==> src/rtl/drive_pkg.sv <==
// Shared types and helpers for the drive mixer: mode encoding, the
// offset-binary centre code and the clamp used by the mixer.
package drive_pkg;

  typedef enum logic [1:0] {
    ST_OFF   = 2'd0,
    ST_DRIVE = 2'd1,
    ST_TRACK = 2'd2,
    ST_FAULT = 2'd3
  } state_t;

  localparam int MODE_W = 2;

  // Centre of an offset-binary field: 2^(w-1)-1, so 31 for a 6-bit field.
  function automatic int center_code(input int in_w);
    return (1 << (in_w - 1)) - 1;
  endfunction

  function automatic int saturate(input int value, input int hi);
    if (value < 0) return 0;
    if (value > hi) return hi;
    return value;
  endfunction

endpackage

==> src/rtl/speed_ramp.sv <==
// One channel of the slew limiter: on a tick, move current toward target by
// at most step, never overshooting.
module speed_ramp #(
  parameter int SPD_W = 8
) (
  input  logic [SPD_W-1:0] target,
  input  logic [SPD_W-1:0] current,
  input  logic             tick,
  input  logic [SPD_W-1:0] step,
  output logic [SPD_W-1:0] next_current
);

  logic             rising;
  logic [SPD_W-1:0] diff;
  logic [SPD_W-1:0] delta;

  always_comb begin
    rising       = (target >= current);
    diff         = rising ? (target - current) : (current - target);
    delta        = (diff < step) ? diff : step;
    next_current = current;
    if (tick) next_current = rising ? (current + delta) : (current - delta);
  end

endmodule

==> src/rtl/drive_mixer.sv <==
// Differential drive mixer: x/y command to left/right servo speed codes with
// saturation, slew ramping, a command watchdog and an OFF/DRIVE/TRACK/FAULT mode.
module drive_mixer
  import drive_pkg::*;
#(
  parameter int IN_W        = 6,
  parameter int SPD_W       = 8,
  parameter int NEUTRAL     = 128,
  parameter int Y_GAIN      = 4,
  parameter int X_GAIN      = 1,
  parameter int RAMP_STEP   = 4,
  parameter int RAMP_DIV    = 1000,
  parameter int WDOG_CYCLES = 50000000
) (
  input  logic              clk,
  input  logic              reset,
  input  logic              power,
  input  logic              image_mode,
  input  logic              cmd_valid,
  input  logic [IN_W-1:0]   cmd_x,
  input  logic [IN_W-1:0]   cmd_y,
  output logic [SPD_W-1:0]  speed_0,
  output logic [SPD_W-1:0]  speed_1,
  output logic              write_en_0,
  output logic              write_en_1,
  output logic [2:0]        step_0,
  output logic [2:0]        step_1,
  output logic [MODE_W-1:0] mode
);

  localparam int CENTER     = center_code(IN_W);
  localparam int MIX_W      = SPD_W + IN_W + 4;
  localparam int SPD_MAX    = (1 << SPD_W) - 1;
  localparam int STEP_CLAMP = (RAMP_STEP > SPD_MAX) ? SPD_MAX : RAMP_STEP;
  localparam int PRE_W      = $clog2(RAMP_DIV + 1);
  localparam int WD_W       = $clog2(WDOG_CYCLES + 1);

  state_t                   state_reg, state_next;
  logic [PRE_W-1:0]         presc_reg;
  logic [WD_W-1:0]          wdog_reg;
  logic                     tick, wdog_expire;
  logic                     write_en_reg;
  logic [2:0]               step_0_reg, step_1_reg;
  logic signed [MIX_W-1:0]  x_off, y_off;
  logic signed [MIX_W-1:0]  mix [2];
  logic [SPD_W-1:0]         mix_sat [2];
  logic [SPD_W-1:0]         target_reg [2];
  logic [SPD_W-1:0]         speed_reg [2];
  logic [SPD_W-1:0]         ramp_next [2];

  assign tick        = (presc_reg == PRE_W'(RAMP_DIV - 1));
  assign wdog_expire = (state_reg == ST_DRIVE) && (wdog_reg == WD_W'(WDOG_CYCLES - 1));

  assign x_off  = $signed(MIX_W'(cmd_x)) - MIX_W'(CENTER);
  assign y_off  = $signed(MIX_W'(cmd_y)) - MIX_W'(CENTER);
  assign mix[0] = MIX_W'(NEUTRAL) + MIX_W'(Y_GAIN) * y_off + MIX_W'(X_GAIN) * x_off;
  assign mix[1] = MIX_W'(NEUTRAL) + MIX_W'(Y_GAIN) * y_off - MIX_W'(X_GAIN) * x_off;

  // A fresh command always beats a watchdog expiry and is the only way out of FAULT.
  always_comb begin
    state_next = ST_DRIVE;
    if (!power)                                        state_next = ST_OFF;
    else if (image_mode)                               state_next = ST_TRACK;
    else if (cmd_valid)                                state_next = ST_DRIVE;
    else if ((state_reg == ST_FAULT) || wdog_expire)   state_next = ST_FAULT;
  end

  always_ff @(posedge clk) begin
    if (reset) begin
      state_reg    <= ST_OFF;
      presc_reg    <= '0;
      wdog_reg     <= '0;
      write_en_reg <= 1'b1;
      step_0_reg   <= '0;
      step_1_reg   <= '0;
    end else begin
      state_reg    <= state_next;
      presc_reg    <= tick ? '0 : presc_reg + 1'b1;
      wdog_reg     <= ((state_reg == ST_DRIVE) && (state_next == ST_DRIVE) && !cmd_valid)
                      ? wdog_reg + 1'b1 : '0;
      write_en_reg <= (state_next != ST_TRACK);
      if (state_next != ST_TRACK) begin
        step_0_reg <= '0;
        step_1_reg <= '0;
      end else if (cmd_valid && (cmd_x != '0)) begin
        step_0_reg <= cmd_x[IN_W-1 -: 3];
        step_1_reg <= 3'd7 - cmd_x[IN_W-1 -: 3];
      end
    end
  end

  // Targets sit at neutral outside DRIVE so a later DRIVE entry starts from rest.
  for (genvar gi = 0; gi < 2; gi++) begin : g_chan
    assign mix_sat[gi] = SPD_W'(saturate(int'(mix[gi]), SPD_MAX));

    speed_ramp #(.SPD_W(SPD_W)) u_ramp (
      .target       (target_reg[gi]),
      .current      (speed_reg[gi]),
      .tick         (tick),
      .step         (SPD_W'(STEP_CLAMP)),
      .next_current (ramp_next[gi])
    );

    always_ff @(posedge clk) begin
      if (reset) begin
        target_reg[gi] <= SPD_W'(NEUTRAL);
        speed_reg[gi]  <= SPD_W'(NEUTRAL);
      end else begin
        if (state_next != ST_DRIVE)
          target_reg[gi] <= SPD_W'(NEUTRAL);
        else if (cmd_valid)
          target_reg[gi] <= mix_sat[gi];
        if ((state_next == ST_OFF) || (state_next == ST_TRACK))
          speed_reg[gi] <= SPD_W'(NEUTRAL);
        else
          speed_reg[gi] <= ramp_next[gi];
      end
    end
  end

  assign speed_0    = speed_reg[0];
  assign speed_1    = speed_reg[1];
  assign write_en_0 = write_en_reg;
  assign write_en_1 = write_en_reg;
  assign step_0     = step_0_reg;
  assign step_1     = step_1_reg;
  assign mode       = state_reg;

endmodule

==> config.mk <==
export PLATFORM = sky130hd
export DESIGN_NAME = drive_mixer
export DESIGN_NICKNAME = d
export VERILOG_FILES = /design/src/rtl/drive_pkg.sv /design/src/rtl/speed_ramp.sv /design/src/rtl/drive_mixer.sv
export SDC_FILE = /design/constraint.sdc
export NUM_CORES = 1
export LEC_CHECK = 0
export BUFFER_PORTS_ARGS = -buffer_cell sky130_fd_sc_hd__buf_2
export CAP_MARGIN = 20
export CORE_UTILIZATION = 28
export CTS_BUF_LIST = sky130_fd_sc_hd__clkbuf_4 sky130_fd_sc_hd__clkbuf_8
export DETAILED_ROUTE_END_ITERATION = 6
export GPL_TIMING_DRIVEN = 0
export PLACE_DENSITY = 0.43
export SLEW_MARGIN = 40
export SYNTH_ARGS = -nofsm -noshare
export SYNTH_HDL_FRONTEND = slang
export SYNTH_SLANG_ARGS = --single-unit
export TNS_END_PERCENT = 1
==> constraint.sdc <==
create_clock -name clk -period 5.55 [get_ports clk]
set_input_delay 0.555 -clock clk [delete_from_list [all_inputs] [get_ports clk]]
set_output_delay 0.555 -clock clk [all_outputs]
set_load 0.05 [all_outputs]
==> results.yml, run 1 <==
status:
  outcome: "complete, no violations"
cts:
  clk_pin_slew_ns: 0.08
  cts.sinks: 77
  cts_tree: "done"
  htreeDepth: 3
  insertion_delay_ns: 0.37
  cts-root-buf: "clkbuf_8"
  cts-hold-fix-buffers: 0
  cts.path.max_buffers: 2
  cts_buffers: 9
pwr:
  p_sw_w: 0.00116
  seq_power_share: 0.242
  power_frac_comb: 0.561
  peakVddDrop_uv: 143
  switching_share: 0.420
  power_leakage_nw: 3.07
  intPower_w: 0.00160
  powerDensity_nw_per_um2: 380
  clockPowerShare: 0.196
synth:
  syn-cell-area_um2: 6260
  synth-main-ff-cell: "dfxtp_1"
  synth_cell_types: 72
  synth_seq_cells: 77
  synth-edff-count: 32
  ys_seq_area_frac: 0.297
  syn_avg_cell_area_um2: 8.69
  yosys_warnings: 0
  async_flop_share: 0
  synth_fp_nets: 817
  syn_inst: 720
worst_setup_path:
  cp.depth: 22
  critPathBufInv: 3
  cp_top_family: "compound AO/OA/AOI/OAI gates"
  cp.required_ns: 5.75
  reg2reg_depth: 22
  rrSetupSlack_ns: 0.24
  cp-start-kind: "register"
  crit_chain: "inv_1 -> ha_2 -> nand2_2 -> a21oi_4 -> a21oi_4 -> buf_4 -> a211o_1 -> a311oi_2 -> xnor2_2 -> nor4_4 -> inv_1 -> ha_1 -> a22o_2 -> ha_1 -> a21o_1 -> a21oi_2 -> o21bai_1 -> a2111o_1 -> a21o_1 -> and2_1 -> a31o_2 -> a211oi_2"
  r2r-start: "speed_reg[0][5]$_SDFFCE_PN0P_"
  crit_slowest_cell: "edfxtp_1"
  setup.worst_path.end: "speed_reg[0][7]$_SDFFCE_PN1P_"
  critPathLaunch: "speed_reg[0][5]$_SDFFCE_PN0P_"
  r2r-end: "speed_reg[0][7]$_SDFFCE_PN1P_"
  timing.critical_path.slowest_cell_delay_ns: 0.48
  crit_arrival_ns: 5.51
  setup.worst_path.end_class: "register"
  worstSetupPathType: "register to register"
  cp_max_fo: 7
grt:
  grt_overflow: 0
  grt_pass1_wl_um: 24000
  grt_max_degree: 15
  grtUsageTotal: 0.134
  antenna_found_initial: 1
  grt_pass1_vias: 4660
floorplan:
  die_area_um2: 23000
  start_util: 0.286
  die_w_um: 152
  num_io_pins: 43
  coreArea_um2: 21900
  num_rows: 54
  die_y_um: 152
drt:
  detail_route.wl_per_cell_um: 13.6
  drtIter0Drc: 237
  drt-total-wl_um: 14500
  num_vias: 5045
  antenna_left: 0
  dr.pass1.iters: 5
  drc: 0
  viasPerCell: 4.71
sta:
  fin_crit_ns: 5.31
  hold_viol: 0
  clock_skew_ns: 0.00675
  worst_slew_pin_slew_ns: 0.694
  max_slew_margin: 0.537
  rsz0062_at_grt: "yes"
  max_freq_mhz: 188
  finalHoldWorstSlack_ns: 0.404
  setup-violations-final: 0
  fin_crit_sh: 0.956
  drv_slew: 0
  fin_setup_tns_ns: 0
placement:
  placed_area_um2: 6820
  dp_hpwl_um: 11400
  place_inst: 1041
  io_buffer_count: 41
  globalplace.congestion: 0.768
cells_and_area:
  fin_cells: 1072
  antennaDiodeCount: 0
  largest_register_ffs: 26
  fin_nets: 884
  drive_above_1_share: 0.157
  final_area_um2: 7280
  syn_to_final_growth_pct: 16.3
run:
  drv_cap: 0
min_path:
  hold_path_class: "primary input to register"
placed cells by master (no fill, tap or decap), types with 3 or more instances in the layout:
cell type and count:
xor2_1 32, buf_4 17, xnor2_1 35, nor3_1 11, a41oi_1 3, mux2i_1 3, dfxtp_1 45, or3_1 9
clkbuf_1 8, a21oi_4 3, o21bai_1 8, nand3_1 24, fa_1 7, nand4_1 11, a211oi_1 6, a22oi_1 6
nor2b_1 4, and3_1 11, buf_2 48, o21a_1 3, inv_1 67, o211ai_1 3, a21oi_2 3, nand2b_1 9
a211o_1 4, a31oi_1 7, a21oi_1 52, and2_1 14, nor4_1 3, ha_1 72, clkbuf_8 10, a21o_2 3
a21o_1 15, or2_2 3, nand2_1 35, bufinv_16 3, and4_1 4, nor2_1 83, o21ai_0 19, edfxtp_1 32
metrics by stage:
| step | power [W] | utilization | setup WS (ns) |
|---|---|---|---|
| 2_1_floorplan | 0.00181 | - | 0.0860 |
| 4_1_cts | 0.00267 | 0.325 | 0.0167 |
| 6_report | 0.00276 | 0.333 | 0.244 |
| 5_1_grt | 0.00299 | 0.333 | -0.0239 |
| 3_5_place_dp | 0.00209 | 0.311 | -0.134 |
| 3_3_place_gp | 0.00210 | 0.311 | -0.168 |
layer usage:
| metal | share of wire | vias up | GRT usage |
|---|---|---|---|
| li1 | - | 2668 | - |
| met1 | 0.52 | 2304 | 0.193 |
| met2 | 0.44 | 67 | 0.202 |
| met3 | 0.032 | 6 | 0.0293 |
| met4 | 0.0078 | 0 | 0.0332 |
| met5 | 0 | - | 0 |
repair_timing:
action | CTS | global route
setup buffers | 1 | 14
endpoints found under the setup margin | 2 | 2
hold endpoints to repair | 0 | 0
resized for setup | 6 | 14
pin swaps | 3 | 9
layout make-up:
class / instances / area [um^2]
flip-flops and latches: 77 / 1860
clock buffers: 10 / 138
fillers: 2326 / 14600
clock inverters: 6 / 118
multi-input cells: 556 / 4130
plain buffers: 20 / 110
well taps: 280 / 350
inverters: 67 / 251
repair buffers: 56 / 318
synth_stat cells (3+ instances only):
master,instances,area [um^2]
nor2_1,84,315
ha_1,73,913
inv_1,67,251
a21oi_1,55,275
dfxtp_1,45,901
xnor2_1,37,324
nand2_1,35,131
edfxtp_1,32,961
xor2_1,32,280
nand3_1,26,130
o21ai_0,20,100
a21o_1,15,113
and2_1,14,87.6
and3_1,11,68.8
nand4_1,11,68.8
nor3_1,11,55.1
nand2b_1,9,56.3
or3_1,9,56.3
buf_2,8,40.0
clkbuf_1,8,30.0
o21bai_1,8,60.1
a211oi_1,7,52.6
a31oi_1,7,43.8
fa_1,7,140
a22oi_1,6,45.0
a211o_1,4,35.0
and4_1,4,35.0
mux2i_1,4,40.0
nor2b_1,4,25.0
nor4_1,4,25.0
a21o_2,3,26.3
a41oi_1,3,26.3
o211ai_1,3,22.5
o21a_1,3,22.5
or2_2,3,18.8
logic make-up (layout without fill, tap and decap cells):
family | after synthesis | count (layout) | share of synthesized area
AOI/OAI and AO/OA | 161 | 161 | 0.176
xor gates and xnor gates | 69 | 69 | 0.0965
adders and majority gates | 80 | 80 | 0.168
buffers and inverters | 87 | 159 | 0.0574
DFF | 77 | 77 | 0.297
muxes | 4 | 4 | 0.00640
and+or+nand+nor | 242 | 242 | 0.198
worst min-delay path by stage:
stage | to | cells after the start | from
2_1_floorplan | presc_reg[0]$_SDFF_PP0_ | 1 | presc_reg[0]$_SDFF_PP0_
3_3_place_gp | presc_reg[0]$_SDFF_PP0_ | 1 | presc_reg[0]$_SDFF_PP0_
3_5_place_dp | presc_reg[0]$_SDFF_PP0_ | 1 | presc_reg[0]$_SDFF_PP0_
4_1_cts | presc_reg[2]$_SDFF_PP0_ | 2 | reset
5_1_grt | presc_reg[2]$_SDFF_PP0_ | 2 | reset
6_report | presc_reg[2]$_SDFF_PP0_ | 2 | reset
worst reg2reg max path: stages (launching register included):
cell,delay (ns)
edfxtp_1,0.48
inv_1,0.08
ha_2,0.43
nand2_2,0.11
a21oi_4,0.22
a21oi_4,0.09
buf_4,0.16
a211o_1,0.28
a311oi_2,0.32
xnor2_2,0.18
nor4_4,0.25
inv_1,0.07
ha_1,0.27
a22o_2,0.26
ha_1,0.27
a21o_1,0.18
a21oi_2,0.14
o21bai_1,0.10
a2111o_1,0.45
a21o_1,0.18
and2_1,0.18
a31o_2,0.24
a211oi_2,0.20
power groups by stage:
stage	Clock [W]	Sequential [W]	Combinational, W
global route	0.000585	0.000676	0.00173
detailed placement	0	0.000686	0.00140
floorplan	0	0.000748	0.00106
CTS	0.000562	0.000673	0.00144
finish	0.000542	0.000670	0.00155
global placement	0	0.000687	0.00141
(Power assumes the default switching activity.)
==> run 2: changes to the inputs <==
==> constraint.sdc (replaced) <==
create_clock -name clk -period 5.3 [get_ports clk]
set_input_delay 0.53 -clock clk [delete_from_list [all_inputs] [get_ports clk]]
set_output_delay 0.53 -clock clk [all_outputs]
set_load 0.05 [all_outputs]
==> run 2 against run 1 <==
Net effect: critical path depth increased by 2; worst setup slack worse by 0.080 ns; via count up 2.1%; critical path type unchanged; worst hold slack got worse by 0.014 ns; register-to-register slack got worse by 0.08 ns; maximum frequency is 3.3% higher; non-clock buffer count grew 21; first-iteration DRC count down 8.9%; clock power decreased by 18%; core utilization grew 1.2 points.
==> results.yml, run 2 (same netlist as run 1, synthesis figures left out) <==
cts:
  htreeDepth: 3
  cts.path.max_buffers: 2
  cts-hold-fix-buffers: 0
  cts_tree: "done"
  cts.sinks: 77
  clk_pin_slew_ns: 0.09
  cts_buffers: 9
  insertion_delay_ns: 0.37
  cts-root-buf: "clkbuf_8"
sta:
  rsz0062_at_grt: "yes"
  fin_crit_sh: 0.969
  max_slew_margin: 0.574
  worst_slew_pin_slew_ns: 0.638
  clock_skew_ns: 0.0107
  setup_slack_ns: 0.164
  setup-violations-final: 0
  drv_slew: 0
  max_freq_mhz: 195
  hold_viol: 0
  fin_crit_ns: 5.14
floorplan:
  die_w_um: 152
  start_util: 0.286
  num_io_pins: 43
  die_y_um: 152
  num_rows: 54
  die_area_um2: 23000
  coreArea_um2: 21900
grt:
  grt_pass1_vias: 4841
  grtUsageTotal: 0.139
  antenna_found_initial: 0
  grt_max_degree: 15
  grt_pass1_wl_um: 25000
  grt_overflow: 0
pwr:
  switching_share: 0.440
  peakVddDrop_uv: 159
  power_frac_comb: 0.609
  p_sw_w: 0.00127
  power_leakage_nw: 3.17
  clockPowerShare: 0.152
  powerDensity_nw_per_um2: 384
  seq_power_share: 0.239
  intPower_w: 0.00162
worst_setup_path:
  crit_arrival_ns: 5.26
  r2r-start: "target_reg[0][0]$_SDFFCE_PP0P_"
  cp-start-kind: "register"
  setup.worst_path.end_class: "register"
  worstSetupPathType: "register to register"
  cp_max_fo: 4
  critPathLaunch: "target_reg[0][0]$_SDFFCE_PP0P_"
  cp.required_ns: 5.42
cells_and_area:
  syn_to_final_growth_pct: 20.5
  fin_nets: 905
  largest_register_ffs: 26
  seq_area_um2: 1860
  nFillCells: 2331
  fin_cells: 1093
  multi_input_area_um2: 4280
  drive_above_1_share: 0.196
  antennaDiodeCount: 0
  final_common_cell: "nor2_1"
  final_cell_mix: "83 x nor2_1, 65 x inv_1, 65 x ha_1"
placement:
  place_inst: 1041
  place_ws_ns: -0.255
  globalplace.congestion: 0.788
  dp_hpwl_um: 11600
  io_buffer_count: 41
drt:
  num_vias: 5149
  detail_route.wl_per_cell_um: 14.1
  drt-total-wl_um: 15400
  viasPerCell: 4.71
  antenna_left: 0
  drtIter0Drc: 216
  dr.pass1.iters: 5
  drc: 0
run:
  drv_cap: 0
min_path:
  hold_path_class: "primary input to register"
  min_from: "reset"
status:
  outcome: "complete, no violations"
## run 2: cell count changes in the layout (fill, tap and decap cells not counted), sizes merged
cell / change
inv: +1
buf: +21
clkbuf: +1
bufinv: -3
clkinv: +1
## run 2: through the flow
step,utilization,setup TNS [ns],total power (W),cell area [um^2],hold slack (ns)
6_report,0.344,0,0.00290,7540,0.390
5_1_grt,0.344,-0.0714,0.00313,7540,0.403
4_1_cts,0.328,-0.0336,0.00275,7190,0.381
3_5_place_dp,0.312,-0.499,0.00219,6840,0.433
3_3_place_gp,0.312,-0.561,0.00221,6840,0.432
2_1_floorplan,-,0,0.00191,6280,0.413
## run 2: path summary, 6_finish.rpt
kind / cells past startpoint / slack, ns / endpoint
min reg2reg: 1 / 0.45 / presc_reg[0]$_SDFF_PP0_
max: 24 / 0.16 / speed_reg[0][7]$_SDFFCE_PN1P_
min: 2 / 0.39 / presc_reg[2]$_SDFF_PP0_
max reg2reg: 24 / 0.16 / speed_reg[0][7]$_SDFFCE_PN1P_
## run 2: routing by layer
metal | track usage | part of all wire | vias to the layer above
li1 | - | - | 2699
met1 | 0.199 | 0.52 | 2361
met2 | 0.215 | 0.44 | 77
met3 | 0.0284 | 0.030 | 12
met4 | 0.0307 | 0.011 | 0
met5 | 0 | 0 | -
## run 2: power groups by stage
| stage | logic (W) | clock network, W | registers [W] |
|---|---|---|---|
| final | 0.00176 | 0.000442 | 0.000691 |
| after CTS | 0.00160 | 0.000458 | 0.000695 |
| after floorplan | 0.00112 | 0 | 0.000783 |
| after detailed placement | 0.00148 | 0 | 0.000718 |
| after global placement | 0.00149 | 0 | 0.000719 |
| after global routing | 0.00195 | 0.000484 | 0.000696 |
## run 2: timing repair
action / 4_1_cts / 5_1_grt
endpoints found under the setup margin: 2 / 2
pin swaps: 6 / 25
setup buffers: 14 / 22
gates resized for setup: 13 / 35
## run 2: critical path, stage by stage, from the launching register on
cell and delay, ns:
edfxtp_1 0.45, inv_1 0.09, ha_2 0.18, inv_2 0.04
fa_2 0.41, nand3_4 0.09, nand4_4 0.13, a21o_4 0.26
buf_8 0.13, mux2i_2 0.14, xnor2_1 0.24, nand4_2 0.21
nor3_4 0.20, nand2_1 0.12, ha_4 0.25, a22o_4 0.26
ha_4 0.20, a21o_1 0.16, a21oi_2 0.14, o21bai_1 0.12
a2111o_1 0.40, a21o_1 0.20, a211oi_1 0.30, a31o_4 0.14
a211oi_2 0.03
## run 2: layout make-up
cell class,instances,share of cell area
multi-input combinational,556,0.568
sequential,77,0.247
timing repair buffer,77,0.0635
tap,280,0.0465
inverter,67,0.0333
clock buffer,11,0.0192
buffer,20,0.0171
clock inverter,5,0.00531
==> run 3: changes to the inputs <==
--- a/config.mk
+++ b/config.mk
@@ -10,7 +10,6 @@
 export CORE_UTILIZATION = 28
 export CTS_BUF_LIST = sky130_fd_sc_hd__clkbuf_4 sky130_fd_sc_hd__clkbuf_8
 export DETAILED_ROUTE_END_ITERATION = 6
-export GPL_TIMING_DRIVEN = 0
 export PLACE_DENSITY = 0.43
 export SLEW_MARGIN = 40
 export SYNTH_ARGS = -nofsm -noshare
==> run 3 against run 2 <==
Net effect: final cell count fell by 1.7%; global-route usage rose by 0.31 points; sequential share of layout area rose by 0.35 points; maximum frequency rose by 2.5%.
==> results.yml, run 3 (same netlist as run 1, synthesis figures left out) <==
floorplan:
  coreArea_um2: 21900
  num_io_pins: 43
  die_area_um2: 23000
  die_y_um: 152
  num_rows: 54
  die_w_um: 152
  start_util: 0.286
cts:
  htreeDepth: 3
  cts.path.max_buffers: 2
  clk_pin_slew_ns: 0.09
  cts.sinks: 77
  cts-hold-fix-buffers: 0
  cts_tree: "done"
  cts_buffers: 9
  insertion_delay_ns: 0.38
  cts-root-buf: "clkbuf_8"
cells_and_area:
  syn_to_final_growth_pct: 18.8
  antennaDiodeCount: 0
  drive_above_1_share: 0.195
  fin_nets: 886
  final_area_um2: 7430
  largest_register_ffs: 26
  final_common_cell: "nor2_1"
  fin_util: 0.340
  final_cell_mix: "83 x nor2_1, 65 x inv_1, 61 x ha_1"
  nFillCells: 2325
sta:
  max_freq_mhz: 200
  max_slew_margin: 0.426
  drv_slew: 0
  clock_skew_ns: 0.0205
  worst_slew_pin_slew_ns: 0.854
  fin_crit_sh: 0.946
  rsz0062_at_grt: "no"
  setup-violations-final: 0
  hold_viol: 0
  fin_crit_ns: 5.01
  fin_setup_tns_ns: 0
pwr:
  power_leakage_nw: 3.12
  powerDensity_nw_per_um2: 388
  p_total_w: 0.00289
  peakVddDrop_uv: 131
placement:
  dp_hpwl_um: 12500
  globalplace.congestion: 0.847
  placed_area_um2: 6890
  io_buffer_count: 42
min_path:
  hold_path_class: "primary input to register"
worst_setup_path:
  crit_arrival_ns: 5.23
  cp-start-kind: "register"
  cp_max_fo: 4
  setup.worst_path.end_class: "register"
  worstSetupPathType: "register to register"
  cp.required_ns: 5.52
grt:
  grt_max_degree: 27
  grtUsageTotal: 0.143
  antenna_found_initial: 0
  grt_pass1_vias: 5031
  grt_pass1_wl_um: 25500
  grt_overflow: 0
drt:
  drtIter0Drc: 244
  drt-total-wl_um: 15900
  dr.pass1.iters: 5
  drc: 0
  num_vias: 5184
  detail_route.wl_per_cell_um: 14.8
  antenna_left: 0
  viasPerCell: 4.83
run:
  drv_cap: 0
status:
  outcome: "complete, no violations"
-- run 3: area by class of cell --
type	count	area, um^2	share of cell area
multi-input combinational	556	4300	0.578
tap	280	350	0.0471
timing repair buffer	78	488	0.0656
sequential	77	1860	0.250
clock buffer	10	131	0.0177
clock inverter	6	52.6	0.00707
inverter	67	251	0.0338
-- run 3: worst max-delay path: stages (launching register included) --
cell and delay [ns]:
edfxtp_1 0.40, inv_1 0.07, ha_2 0.17, inv_1 0.06, fa_2 0.40, nand3_2 0.11, nand4_4 0.11, a21oi_4 0.23
buf_6 0.14, nor2_1 0.05, a311oi_2 0.27, xnor2_2 0.19, nor4_4 0.26, inv_1 0.10, ha_4 0.22, a22o_4 0.26
ha_4 0.21, a21o_1 0.18, a21oi_2 0.15, o21bai_1 0.12, a2111o_1 0.39, a21o_1 0.20, and2_4 0.16, a31o_2 0.23
a211oi_2 0.18
-- run 3: worst paths after layout --
check | from | end | slack, ns | cells past startpoint
worst min-delay path | reset | presc_reg[2]$_SDFF_PP0_ | 0.38 | 2
worst max register to register | target_reg[0][0]$_SDFFCE_PP0P_ | speed_reg[0][7]$_SDFFCE_PN1P_ | 0.29 | 24
worst max-delay path | target_reg[0][0]$_SDFFCE_PP0P_ | speed_reg[0][7]$_SDFFCE_PN1P_ | 0.29 | 24
worst min register to register | presc_reg[0]$_SDFF_PP0_ | presc_reg[0]$_SDFF_PP0_ | 0.44 | 1
-- run 3: routing by layer --
metal | vias to the layer above | global-route usage | part of all wire
li1 | 2669 | - | -
met1 | 2432 | 0.190 | 0.50
met2 | 68 | 0.239 | 0.46
met3 | 15 | 0.0216 | 0.028
met4 | 0 | 0.0391 | 0.010
met5 | - | 0 | 0
-- run 3: through the flow --
step / worst slack [ns] / cells / hold WS (ns)
5_1_grt: 0.00781 / 1074 / 0.392
3_5_place_dp: -0.191 / 1043 / 0.433
2_1_floorplan: 0.0190 / 720 / 0.413
4_1_cts: -0.0101 / 1061 / 0.365
6_report: 0.288 / 1074 / 0.384
3_3_place_gp: -0.0929 / 1043 / 0.423
-- run 3: timing repair --
item | 4_1_cts | 5_1_grt
endpoints found under the hold margin | 0 | 0
resized for setup | 6 | 38
setup buffers | 2 | 13
endpoints found under the setup margin | 2 | 2
pin swaps | 2 | 18
-- run 3: power breakdown --
group / total [W] / internal [W] / leakage, nW / switching [W]
Sequential: 0.000683 / 0.000657 / 0.726 / 0.0000261
Clock: 0.000443 / 0.000185 / 0.0975 / 0.000258
Combinational: 0.00176 / 0.000763 / 2.29 / 0.000999
